**src/rtl/iss_wide_if.sv**
```systemverilog
// Shared issue-stage types plus the IQ/unit-port bundle between iss_wide and its neighbours.
// Branch GT/GE/LT/LE compare operands as signed 32-bit values; rob_slot is carried at max width.
package iss_wide_pkg;
  localparam int ROB_SLOT_MAX = 8;

  typedef enum logic [2:0] {
    BR_EQ     = 3'd0,
    BR_NE     = 3'd1,
    BR_GT     = 3'd2,
    BR_GE     = 3'd3,
    BR_LT     = 3'd4,
    BR_LE     = 3'd5,
    BR_UNCOND = 3'd6
  } br_cond_t;

  typedef struct packed {
    logic [31:0] pc;
    logic [31:0] branch_target;
    logic        is_branch;
    logic        is_jmp;
    logic        is_ls;
    logic        is_muldiv;
    br_cond_t    cond;
    logic        rformat;
    logic        A_reg_valid;
    logic        B_reg_valid;
    logic [4:0]  dest_reg;
    logic        dest_reg_valid;
  } dec_inst_t;

  typedef struct packed {
    dec_inst_t                 dec_inst;
    logic [ROB_SLOT_MAX-1:0]   rob_slot;
  } iq_entry_t;

  typedef struct packed {
    logic [31:0] result_lo;
    logic [4:0]  dest_reg;
    logic        dest_reg_valid;
    logic        pc_valid;
  } rob_entry_t;
endpackage

interface iss_wide_if #(
  parameter int WIDTH         = 4,
  parameter int N_ALU         = 2,
  parameter int ROB_DEPTHLOG2 = 4,
  parameter int CNT_W         = 32
);
  import iss_wide_pkg::*;
  localparam int IW = $clog2(WIDTH);

  logic [WIDTH-1:0]                        ext_valid;
  iq_entry_t [WIDTH-1:0]                   insns;
  logic [WIDTH-1:0][31:0]                  op_a;
  logic [WIDTH-1:0][31:0]                  op_b;
  logic [WIDTH-1:0]                        op_a_rdy;
  logic [WIDTH-1:0]                        op_b_rdy;
  logic                                    ext_enable;
  logic [IW-1:0]                           ext_consumed;
  logic                                    flush;
  logic                                    branch_stall;

  logic                                    ls_valid;
  logic                                    ls_ready;
  logic [31:0]                             ls_A;
  logic [31:0]                             ls_B;
  dec_inst_t                               ls_inst;
  logic [ROB_DEPTHLOG2-1:0]                ls_rob_slot;

  logic                                    mul_valid;
  logic                                    mul_ready;
  logic [31:0]                             mul_A;
  logic [31:0]                             mul_B;
  dec_inst_t                               mul_inst;
  logic [ROB_DEPTHLOG2-1:0]                mul_rob_slot;

  logic [N_ALU-1:0]                        alu_valid;
  logic [N_ALU-1:0]                        alu_ready;
  logic [N_ALU-1:0][31:0]                  alu_A;
  logic [N_ALU-1:0][31:0]                  alu_B;
  dec_inst_t [N_ALU-1:0]                   alu_inst;
  logic [N_ALU-1:0][ROB_DEPTHLOG2-1:0]     alu_rob_slot;

  logic [31:0]                             new_pc;
  logic                                    new_pc_valid;
  logic                                    wr_valid;
  logic [ROB_DEPTHLOG2-1:0]                wr_slot;
  rob_entry_t                              wr_data;
  logic [CNT_W-1:0]                        stat_issued;
  logic [CNT_W-1:0]                        stat_stall;

  modport master (
    input  ext_valid, insns, op_a, op_b, op_a_rdy, op_b_rdy, flush, branch_stall,
    input  ls_ready, mul_ready, alu_ready,
    output ext_enable, ext_consumed,
    output ls_valid, ls_A, ls_B, ls_inst, ls_rob_slot,
    output mul_valid, mul_A, mul_B, mul_inst, mul_rob_slot,
    output alu_valid, alu_A, alu_B, alu_inst, alu_rob_slot,
    output new_pc, new_pc_valid, wr_valid, wr_slot, wr_data, stat_issued, stat_stall
  );

  modport slave (
    output ext_valid, insns, op_a, op_b, op_a_rdy, op_b_rdy, flush, branch_stall,
    output ls_ready, mul_ready, alu_ready,
    input  ext_enable, ext_consumed,
    input  ls_valid, ls_A, ls_B, ls_inst, ls_rob_slot,
    input  mul_valid, mul_A, mul_B, mul_inst, mul_rob_slot,
    input  alu_valid, alu_A, alu_B, alu_inst, alu_rob_slot,
    input  new_pc, new_pc_valid, wr_valid, wr_slot, wr_data, stat_issued, stat_stall
  );
endinterface

```
**src/rtl/iss_wide.sv**
```systemverilog
// iss_wide: in-order prefix issue from a WIDTH-entry IQ window to branch/ls/mul/alu ports, 1-cycle latency.
// A port reloads only when ~valid|ready (holds data while stalled); ISS_STATS_EN builds the statistics counters.
module iss_wide
  import iss_wide_pkg::*;
#(
  parameter int WIDTH         = 4,
  parameter int N_ALU         = 2,
  parameter int ROB_DEPTHLOG2 = 4,
  parameter int CNT_W         = 32
) (
  input logic         clock,
  input logic         reset_n,
  iss_wide_if.master  bus
);
  localparam int IW = $clog2(WIDTH);
  localparam int CW = $clog2(WIDTH + 1);

  logic                   ls_free;
  logic                   mul_free;
  logic [N_ALU-1:0]       alu_free;
  logic [WIDTH-1:0]       opnd_ok;
  logic [WIDTH:0]         valid_ext;

  assign ls_free   = ~bus.ls_valid | bus.ls_ready;
  assign mul_free  = ~bus.mul_valid | bus.mul_ready;
  assign alu_free  = ~bus.alu_valid | bus.alu_ready;
  assign valid_ext = {1'b0, bus.ext_valid};

  always_comb begin
    opnd_ok = '0;
    for (int i = 0; i < WIDTH; i++) begin
      opnd_ok[i] = (bus.op_a_rdy[i] | ~bus.insns[i].dec_inst.A_reg_valid) &
                   (bus.op_b_rdy[i] | ~bus.insns[i].dec_inst.B_reg_valid);
    end
  end

  logic [CW-1:0]             cnt;
  logic                      br_take, ls_take, mul_take;
  logic [N_ALU-1:0]          alu_take;
  logic [IW-1:0]             br_sel, ls_sel, mul_sel;
  logic [N_ALU-1:0][IW-1:0]  alu_sel;
  logic                      scan_done, slot_next, routed, alu_hit;
  dec_inst_t                 d;

  // Scan the window in order; a routed branch arms slot_next so the entry after it ends the scan.
  always_comb begin
    cnt       = '0;
    br_take   = 1'b0;
    ls_take   = 1'b0;
    mul_take  = 1'b0;
    alu_take  = '0;
    br_sel    = '0;
    ls_sel    = '0;
    mul_sel   = '0;
    alu_sel   = '0;
    scan_done = bus.flush;
    slot_next = 1'b0;
    routed    = 1'b0;
    alu_hit   = 1'b0;
    d         = '0;
    for (int i = 0; i < WIDTH; i++) begin
      if (!scan_done) begin
        d      = bus.insns[i].dec_inst;
        routed = 1'b0;
        if (valid_ext[i] && opnd_ok[i]) begin
          if (d.is_branch || d.is_jmp) begin
            if (!bus.branch_stall && !br_take && valid_ext[i+1]) begin
              br_take = 1'b1;
              br_sel  = IW'(i);
              routed  = 1'b1;
            end
          end else if (d.is_ls) begin
            if (ls_free && !ls_take) begin
              ls_take = 1'b1;
              ls_sel  = IW'(i);
              routed  = 1'b1;
            end
          end else if (d.is_muldiv) begin
            if (mul_free && !mul_take) begin
              mul_take = 1'b1;
              mul_sel  = IW'(i);
              routed   = 1'b1;
            end
          end else begin
            alu_hit = 1'b0;
            for (int k = 0; k < N_ALU; k++) begin
              if (!alu_hit && alu_free[k] && !alu_take[k]) begin
                alu_take[k] = 1'b1;
                alu_sel[k]  = IW'(i);
                alu_hit     = 1'b1;
              end
            end
            if (!alu_hit && mul_free && !mul_take) begin
              mul_take = 1'b1;
              mul_sel  = IW'(i);
              alu_hit  = 1'b1;
            end
            routed = alu_hit;
          end
        end
        if (routed) cnt = cnt + CW'(1);
        scan_done = !routed || slot_next;
        slot_next = routed && (d.is_branch || d.is_jmp);
      end
    end
  end

  assign bus.ext_enable   = (cnt != '0);
  assign bus.ext_consumed = (cnt == '0) ? '0 : IW'(cnt - CW'(1));

  dec_inst_t   bd;
  logic [31:0] ba, bb, br_target;
  logic        cond_true, br_taken;
  rob_entry_t  link_dat;

  always_comb begin
    bd = bus.insns[br_sel].dec_inst;
    ba = bus.op_a[br_sel];
    bb = bus.op_b[br_sel];
    case (bd.cond)
      BR_EQ:     cond_true = (ba == bb);
      BR_NE:     cond_true = (ba != bb);
      BR_GT:     cond_true = ($signed(ba) >  $signed(bb));
      BR_GE:     cond_true = ($signed(ba) >= $signed(bb));
      BR_LT:     cond_true = ($signed(ba) <  $signed(bb));
      BR_LE:     cond_true = ($signed(ba) <= $signed(bb));
      BR_UNCOND: cond_true = 1'b1;
      default:   cond_true = 1'b0;
    endcase
    br_taken                = bd.is_jmp | cond_true;
    br_target               = bd.rformat ? ba : bd.branch_target;
    link_dat.result_lo      = bd.pc + 32'd8;
    link_dat.dest_reg       = bd.dest_reg;
    link_dat.dest_reg_valid = bd.dest_reg_valid;
    link_dat.pc_valid       = br_taken;
  end

  always_ff @(posedge clock or negedge reset_n) begin
    if (!reset_n) begin
      bus.ls_valid     <= 1'b0;
      bus.ls_A         <= '0;
      bus.ls_B         <= '0;
      bus.ls_inst      <= '0;
      bus.ls_rob_slot  <= '0;
      bus.mul_valid    <= 1'b0;
      bus.mul_A        <= '0;
      bus.mul_B        <= '0;
      bus.mul_inst     <= '0;
      bus.mul_rob_slot <= '0;
      bus.alu_valid    <= '0;
      bus.alu_A        <= '0;
      bus.alu_B        <= '0;
      bus.alu_inst     <= '0;
      bus.alu_rob_slot <= '0;
      bus.new_pc       <= '0;
      bus.new_pc_valid <= 1'b0;
      bus.wr_valid     <= 1'b0;
      bus.wr_slot      <= '0;
      bus.wr_data      <= '0;
    end else begin
      if (bus.flush) begin
        bus.ls_valid <= 1'b0;
      end else if (ls_take) begin
        bus.ls_valid    <= 1'b1;
        bus.ls_A        <= bus.op_a[ls_sel];
        bus.ls_B        <= bus.op_b[ls_sel];
        bus.ls_inst     <= bus.insns[ls_sel].dec_inst;
        bus.ls_rob_slot <= bus.insns[ls_sel].rob_slot[ROB_DEPTHLOG2-1:0];
      end else if (bus.ls_ready) begin
        bus.ls_valid <= 1'b0;
      end

      if (bus.flush) begin
        bus.mul_valid <= 1'b0;
      end else if (mul_take) begin
        bus.mul_valid    <= 1'b1;
        bus.mul_A        <= bus.op_a[mul_sel];
        bus.mul_B        <= bus.op_b[mul_sel];
        bus.mul_inst     <= bus.insns[mul_sel].dec_inst;
        bus.mul_rob_slot <= bus.insns[mul_sel].rob_slot[ROB_DEPTHLOG2-1:0];
      end else if (bus.mul_ready) begin
        bus.mul_valid <= 1'b0;
      end

      for (int k = 0; k < N_ALU; k++) begin
        if (bus.flush) begin
          bus.alu_valid[k] <= 1'b0;
        end else if (alu_take[k]) begin
          bus.alu_valid[k]    <= 1'b1;
          bus.alu_A[k]        <= bus.op_a[alu_sel[k]];
          bus.alu_B[k]        <= bus.op_b[alu_sel[k]];
          bus.alu_inst[k]     <= bus.insns[alu_sel[k]].dec_inst;
          bus.alu_rob_slot[k] <= bus.insns[alu_sel[k]].rob_slot[ROB_DEPTHLOG2-1:0];
        end else if (bus.alu_ready[k]) begin
          bus.alu_valid[k] <= 1'b0;
        end
      end

      // br_take is already suppressed under flush, so both pulses clear with it.
      bus.new_pc_valid <= br_take & br_taken;
      bus.wr_valid     <= br_take;
      if (br_take) begin
        bus.new_pc  <= br_target;
        bus.wr_slot <= bus.insns[br_sel].rob_slot[ROB_DEPTHLOG2-1:0];
        bus.wr_data <= link_dat;
      end
    end
  end

`ifdef ISS_STATS_EN
  logic [CNT_W-1:0] issued_q, stall_q;

  always_ff @(posedge clock or negedge reset_n) begin
    if (!reset_n) begin
      issued_q <= '0;
      stall_q  <= '0;
    end else begin
      issued_q <= issued_q + CNT_W'(cnt);
      if (bus.ext_valid[0] && !bus.ext_enable) stall_q <= stall_q + CNT_W'(1);
    end
  end

  assign bus.stat_issued = issued_q;
  assign bus.stat_stall  = stall_q;
`else
  assign bus.stat_issued = '0;
  assign bus.stat_stall  = '0;
`endif
endmodule
```
**src/flat_wrapper.sv**
```systemverilog
// flat-port wrapper written by rule: the top's interface ports become plain ports
module iss_wide_flat import iss_wide_pkg::*;
#(
  parameter int WIDTH         = 4,
  parameter int N_ALU         = 2,
  parameter int ROB_DEPTHLOG2 = 4,
  parameter int CNT_W         = 32
)
  (clock, reset_n, bus_ext_valid, bus_insns, bus_op_a, bus_op_b, bus_op_a_rdy, bus_op_b_rdy, bus_flush, bus_branch_stall, bus_ls_ready, bus_mul_ready, bus_alu_ready, bus_ext_enable, bus_ext_consumed, bus_ls_valid, bus_ls_A, bus_ls_B, bus_ls_inst, bus_ls_rob_slot, bus_mul_valid, bus_mul_A, bus_mul_B, bus_mul_inst, bus_mul_rob_slot, bus_alu_valid, bus_alu_A, bus_alu_B, bus_alu_inst, bus_alu_rob_slot, bus_new_pc, bus_new_pc_valid, bus_wr_valid, bus_wr_slot, bus_wr_data, bus_stat_issued, bus_stat_stall);
  iss_wide_if #(.WIDTH(WIDTH), .N_ALU(N_ALU), .ROB_DEPTHLOG2(ROB_DEPTHLOG2), .CNT_W(CNT_W)) bus_i ();
  input logic clock;
  input logic reset_n;
  input wire logic [$bits(bus_i.ext_valid)-1:0] bus_ext_valid;
  input wire logic [$bits(bus_i.insns)-1:0] bus_insns;
  input wire logic [$bits(bus_i.op_a)-1:0] bus_op_a;
  input wire logic [$bits(bus_i.op_b)-1:0] bus_op_b;
  input wire logic [$bits(bus_i.op_a_rdy)-1:0] bus_op_a_rdy;
  input wire logic [$bits(bus_i.op_b_rdy)-1:0] bus_op_b_rdy;
  input wire logic [$bits(bus_i.flush)-1:0] bus_flush;
  input wire logic [$bits(bus_i.branch_stall)-1:0] bus_branch_stall;
  input wire logic [$bits(bus_i.ls_ready)-1:0] bus_ls_ready;
  input wire logic [$bits(bus_i.mul_ready)-1:0] bus_mul_ready;
  input wire logic [$bits(bus_i.alu_ready)-1:0] bus_alu_ready;
  output wire logic [$bits(bus_i.ext_enable)-1:0] bus_ext_enable;
  output wire logic [$bits(bus_i.ext_consumed)-1:0] bus_ext_consumed;
  output wire logic [$bits(bus_i.ls_valid)-1:0] bus_ls_valid;
  output wire logic [$bits(bus_i.ls_A)-1:0] bus_ls_A;
  output wire logic [$bits(bus_i.ls_B)-1:0] bus_ls_B;
  output wire logic [$bits(bus_i.ls_inst)-1:0] bus_ls_inst;
  output wire logic [$bits(bus_i.ls_rob_slot)-1:0] bus_ls_rob_slot;
  output wire logic [$bits(bus_i.mul_valid)-1:0] bus_mul_valid;
  output wire logic [$bits(bus_i.mul_A)-1:0] bus_mul_A;
  output wire logic [$bits(bus_i.mul_B)-1:0] bus_mul_B;
  output wire logic [$bits(bus_i.mul_inst)-1:0] bus_mul_inst;
  output wire logic [$bits(bus_i.mul_rob_slot)-1:0] bus_mul_rob_slot;
  output wire logic [$bits(bus_i.alu_valid)-1:0] bus_alu_valid;
  output wire logic [$bits(bus_i.alu_A)-1:0] bus_alu_A;
  output wire logic [$bits(bus_i.alu_B)-1:0] bus_alu_B;
  output wire logic [$bits(bus_i.alu_inst)-1:0] bus_alu_inst;
  output wire logic [$bits(bus_i.alu_rob_slot)-1:0] bus_alu_rob_slot;
  output wire logic [$bits(bus_i.new_pc)-1:0] bus_new_pc;
  output wire logic [$bits(bus_i.new_pc_valid)-1:0] bus_new_pc_valid;
  output wire logic [$bits(bus_i.wr_valid)-1:0] bus_wr_valid;
  output wire logic [$bits(bus_i.wr_slot)-1:0] bus_wr_slot;
  output wire logic [$bits(bus_i.wr_data)-1:0] bus_wr_data;
  output wire logic [$bits(bus_i.stat_issued)-1:0] bus_stat_issued;
  output wire logic [$bits(bus_i.stat_stall)-1:0] bus_stat_stall;
  assign bus_i.ext_valid = bus_ext_valid;
  assign bus_i.insns = bus_insns;
  assign bus_i.op_a = bus_op_a;
  assign bus_i.op_b = bus_op_b;
  assign bus_i.op_a_rdy = bus_op_a_rdy;
  assign bus_i.op_b_rdy = bus_op_b_rdy;
  assign bus_i.flush = bus_flush;
  assign bus_i.branch_stall = bus_branch_stall;
  assign bus_i.ls_ready = bus_ls_ready;
  assign bus_i.mul_ready = bus_mul_ready;
  assign bus_i.alu_ready = bus_alu_ready;
  assign bus_ext_enable = bus_i.ext_enable;
  assign bus_ext_consumed = bus_i.ext_consumed;
  assign bus_ls_valid = bus_i.ls_valid;
  assign bus_ls_A = bus_i.ls_A;
  assign bus_ls_B = bus_i.ls_B;
  assign bus_ls_inst = bus_i.ls_inst;
  assign bus_ls_rob_slot = bus_i.ls_rob_slot;
  assign bus_mul_valid = bus_i.mul_valid;
  assign bus_mul_A = bus_i.mul_A;
  assign bus_mul_B = bus_i.mul_B;
  assign bus_mul_inst = bus_i.mul_inst;
  assign bus_mul_rob_slot = bus_i.mul_rob_slot;
  assign bus_alu_valid = bus_i.alu_valid;
  assign bus_alu_A = bus_i.alu_A;
  assign bus_alu_B = bus_i.alu_B;
  assign bus_alu_inst = bus_i.alu_inst;
  assign bus_alu_rob_slot = bus_i.alu_rob_slot;
  assign bus_new_pc = bus_i.new_pc;
  assign bus_new_pc_valid = bus_i.new_pc_valid;
  assign bus_wr_valid = bus_i.wr_valid;
  assign bus_wr_slot = bus_i.wr_slot;
  assign bus_wr_data = bus_i.wr_data;
  assign bus_stat_issued = bus_i.stat_issued;
  assign bus_stat_stall = bus_i.stat_stall;
  iss_wide #(.WIDTH(WIDTH), .N_ALU(N_ALU), .ROB_DEPTHLOG2(ROB_DEPTHLOG2), .CNT_W(CNT_W)) u_core (.clock(clock), .reset_n(reset_n), .bus(bus_i));
endmodule
```
**config.mk**
```make
export PLATFORM = sky130hd
export DESIGN_NAME = iss_wide_flat
export DESIGN_NICKNAME = d
export VERILOG_FILES = /design/src/rtl/iss_wide_if.sv /design/src/rtl/iss_wide.sv /design/src/flat_wrapper.sv
export SDC_FILE = /design/constraint.sdc
export NUM_CORES = 2
export LEC_CHECK = 0
export BUFFER_PORTS_ARGS = -buffer_cell sky130_fd_sc_hd__buf_2
export CORE_AREA = 2 2 537 539
export CTS_BUF_LIST = sky130_fd_sc_hd__clkbuf_8 sky130_fd_sc_hd__clkbuf_16
export DETAILED_ROUTE_END_ITERATION = 16
export DIE_AREA = 0 0 539 541
export GPL_TIMING_DRIVEN = 0
export PLACE_DENSITY = 0.32
export SETUP_SLACK_MARGIN = 0.1
export SLEW_MARGIN = 20
export SYNTH_ARGS = -nofsm -noshare
export SYNTH_HDL_FRONTEND = slang
export SYNTH_SLANG_ARGS = --single-unit
```
**constraint.sdc**
```tcl
create_clock -name clock -period 9.81 [get_ports clock]
set_input_delay 1.962 -clock clock [delete_from_list [all_inputs] [get_ports clock]]
set_output_delay 1.962 -clock clock [all_outputs]
set_load 0.03 [all_outputs]
```
==> results.sh <==
export IMPL_syn2layout_area_growth_pct=38.43
export IMPL_synth_main_ff_cell="dfrtp_1"
export IMPL_end_kind="flip-flop"
export IMPL_status="complete, no violations"
export IMPL_numCtsBuffers=107
export IMPL_antenna_found_initial=157
export IMPL_synth_cell_type_count=83
export IMPL_drtAntennaViolNets=0
export IMPL_clkLatencyLatePin_ns=0.87
export IMPL_clk_pin_slew_ns=0.06
export IMPL_avgSynthCellArea_um2=8.307
export IMPL_cts_tree="yes"
export IMPL_grt_util_met2_pct=46.23
export IMPL_cts_hold_buf=0
export IMPL_worstHoldPathType="reg2reg"
export IMPL_vias=57590
export IMPL_p_switching_mw=4.373
export IMPL_fin_hold_ws_ns=0.4800
export IMPL_max_slew_margin_rel_pct=15.00
export IMPL_peakVddDrop_v=0.0001377
export IMPL_placed_cell_area_mm2=0.05760
export IMPL_yosysSeqAreaShare_pct=38.06
export IMPL_grt_util_all_layers_pct=29.97
export IMPL_pwr_share_clk_pct=37.5
export IMPL_cp_max_fo=10
export IMPL_grt_pass1_wl_um=584300
export IMPL_grt_max_degree=112
export IMPL_finalMaxSlewViolations=0
export IMPL_final_cell_mix="buf_2 (1,366), nor2_1 (957), dfrtp_1 (673), nor3_1 (552), clkbuf_1 (330)"
export IMPL_max_slew_worst_pin_slew_ns=1.272
export IMPL_io_pins=1368
export IMPL_die_w_um=539
export IMPL_yosysTopAreaCellShare_pct=38.06
export IMPL_met3_usage_pct=10.39
export IMPL_core_area_mm2=0.2864
export IMPL_power_leakage_nw=27.83
export IMPL_busiest_layer="met2"
export IMPL_synth_area_leaders="dfrtp_1 (38%), nor2_1 (8.2%), a221o_1 (6.6%)"
export IMPL_p_sw_share_pct=41.18
export IMPL_overflow=0
export IMPL_powerDensity_mw_per_mm2=173.4
export IMPL_async_reset_ff_share_pct=100.0
export IMPL_cp_data_required_time_ns=10.54
export IMPL_cp_slowest_cell="o2111ai_1"
export IMPL_dpl_hpwl_um=362000
export IMPL_finalHoldViolCount=0
export IMPL_netlist_area_mm2=0.04425
export IMPL_fin_worst_skew_ns=0.05444
export IMPL_h_tree_depth=3
export IMPL_period_share_pct=96.40
export IMPL_rsz0062_at_grt="no"
export IMPL_slowest_delay_ns=0.59
export IMPL_startpoint_type="input port"
export IMPL_fp_dieH_um=541
export IMPL_netlist_instances=5327
export IMPL_use_met1_pct=36.77
export IMPL_start_util_pct=15.45
export IMPL_fmax_mhz=105.7
export IMPL_cp_num_buf_inv=9
export IMPL_worst_ep_arrival_time_ns=10.18
export IMPL_pre_cts_ws_ns=-1.788
export IMPL_power_mw=10.62
export IMPL_finalSetupViolCount=0
export IMPL_cts_root_buf="clkbuf_16"
export IMPL_place_gp_congestion=0.9020
export IMPL_setup_tns_ns=0
export IMPL_worstSetupPathType="in2reg"
export IMPL_cts_sinks=673
export IMPL_first_pass_iters=6
export IMPL_via_per_inst=5.331
export IMPL_rows=197
export IMPL_drc=0
export IMPL_drt_iter0_drc=6527
export IMPL_layout_nets=7533
export IMPL_yosysTopAreaCell="dfrtp_1"
export IMPL_internal_power_mw=6.247
export IMPL_maxCapViolations=0
export IMPL_layout_commonest_cell="buf_2"
export IMPL_wl_per_cell_um=42.28
export IMPL_dieArea_mm2=0.2916
export IMPL_ys_warn_count=0
export IMPL_io_buffers=1286
export IMPL_comb_power_share_pct=29.2
export IMPL_synth_edf_count=0
export IMPL_ys_seq_elements=673
export IMPL_critPathTopFamily="buffers and inverters"
export IMPL_drive_gt1_share_pct=28.57
export IMPL_clock_path_buffers=4
export IMPL_wirelength_um=456800
export IMPL_grt_pass1_vias=55010
export IMPL_setup_ws_ns=0.3535
export IMPL_fin_area_mm2=0.06126
export IMPL_seqPwrFrac_pct=33.2
export IMPL_period_needed_ns=9.456
==> layout make-up <==
cell class	count	area, µm²
diodes	68	170.2
plain buffers	595	2819
clock buffers	131	3030
clock inverters	61	412.9
fillers	32170	225200
inverters	41	153.9
multi-input cells	4081	25010
flip-flops and latches	673	16840
well taps	3781	4731
repair buffers	1372	8092
==> path summary, 6_finish.rpt <==
check                                   startpoint                      end  slack (ns)  cells after the start
min in group asynchronous                  reset_n     u_core.bus.mul_A[27]        0.90                      1
setup reg to reg           u_core.bus.alu_valid[1]  u_core.bus.new_pc_valid        1.23                     24
hold / removal              u_core.bus.wr_data[11]   u_core.bus.wr_data[11]        0.48                      2
setup / recovery                  bus_alu_ready[0]  u_core.bus.new_pc_valid        0.35                     25
hold reg to reg             u_core.bus.wr_data[11]   u_core.bus.wr_data[11]        0.48                      2
max in group asynchronous                  reset_n  u_core.bus.mul_inst[25]        6.88                      4
==> metrics by stage <==
step	cells	util, %
6_report	10800	21.39
5_1_grt	10760	21.35
4_1_cts	10740	21.33
3_5_place_dp	10540	20.11
3_3_place_gp	10460	19.43
2_1_floorplan	5390	-
==> state kept, by name (all words and copies together), names as in the netlist, 2 cells and up <==
| name | cells |
|---|---|
| u_core.bus.alu_inst | 160 |
| u_core.bus.ls_inst | 80 |
| u_core.bus.mul_inst | 80 |
| u_core.bus.alu_A | 64 |
| u_core.bus.alu_B | 64 |
| u_core.bus.wr_data | 39 |
| u_core.bus.ls_A | 32 |
| u_core.bus.ls_B | 32 |
| u_core.bus.mul_A | 32 |
| u_core.bus.mul_B | 32 |
| u_core.bus.new_pc | 32 |
| u_core.bus.alu_rob_slot | 8 |
| u_core.bus.ls_rob_slot | 4 |
| u_core.bus.mul_rob_slot | 4 |
| u_core.bus.wr_slot | 4 |
| u_core.bus.alu_valid | 2 |
==> logic make-up after synthesis <==
kind of cell,count (synthesis),share of synthesized area (%)
and+or+nand+nor,2309,23.71
AOI/OAI and AO/OA,1584,28.70
DFF,673,38.06
buffers and inverters,636,6.469
muxes,75,1.790
adders and majority gates,35,0.9839
xor gates and xnor gates,14,0.2771
other,1,0.008474
==> power groups by stage <==
stage | Combinational (mW) | Sequential [mW] | Clock [mW]
after floorplan | 0.592 | 4.33 | 0
after global placement | 3.07 | 3.56 | 0
after detailed placement | 3.10 | 3.56 | 0
after CTS | 3.11 | 3.52 | 4.08
after global routing | 3.24 | 3.57 | 4.15
final | 3.11 | 3.53 | 3.99
==> routing by layer <==
metal | vias to the layer above | share of wire (%) | routed length [µm]
li1 | 23610 | - | -
met1 | 29470 | 40 | 182700
met2 | 3702 | 44 | 199000
met3 | 756 | 10 | 47870
met4 | 54 | 5.9 | 26880
met5 | - | 0.075 | 342
==> worst min-delay path, delay by kind of cell (launching register included) <==
kind | cells | cell delay [ns]
AND/OR/NAND/NOR | 2 | 0.10
flip-flops | 1 | 0.35
==> synthesized netlist by cell type, types with 131 or more instances <==
cell and instances:
nor2_1 962, dfrtp_1 673, nor3_1 553, clkbuf_1 393, o22ai_1 304, a221o_1 291
nand2_1 291, nand3_1 151, a22o_1 147, nor4_1 146, o31ai_1 146, o21ai_0 136
o221ai_1 131
==> repair_timing <==
action | in CTS | in global routing
setup buffers | 2 | 0
pin swaps | 1 | 0
setup endpoints to repair | 2 | 2
gates resized for setup | 8 | 5
Note: power is estimated with default switching activity, not from simulation.
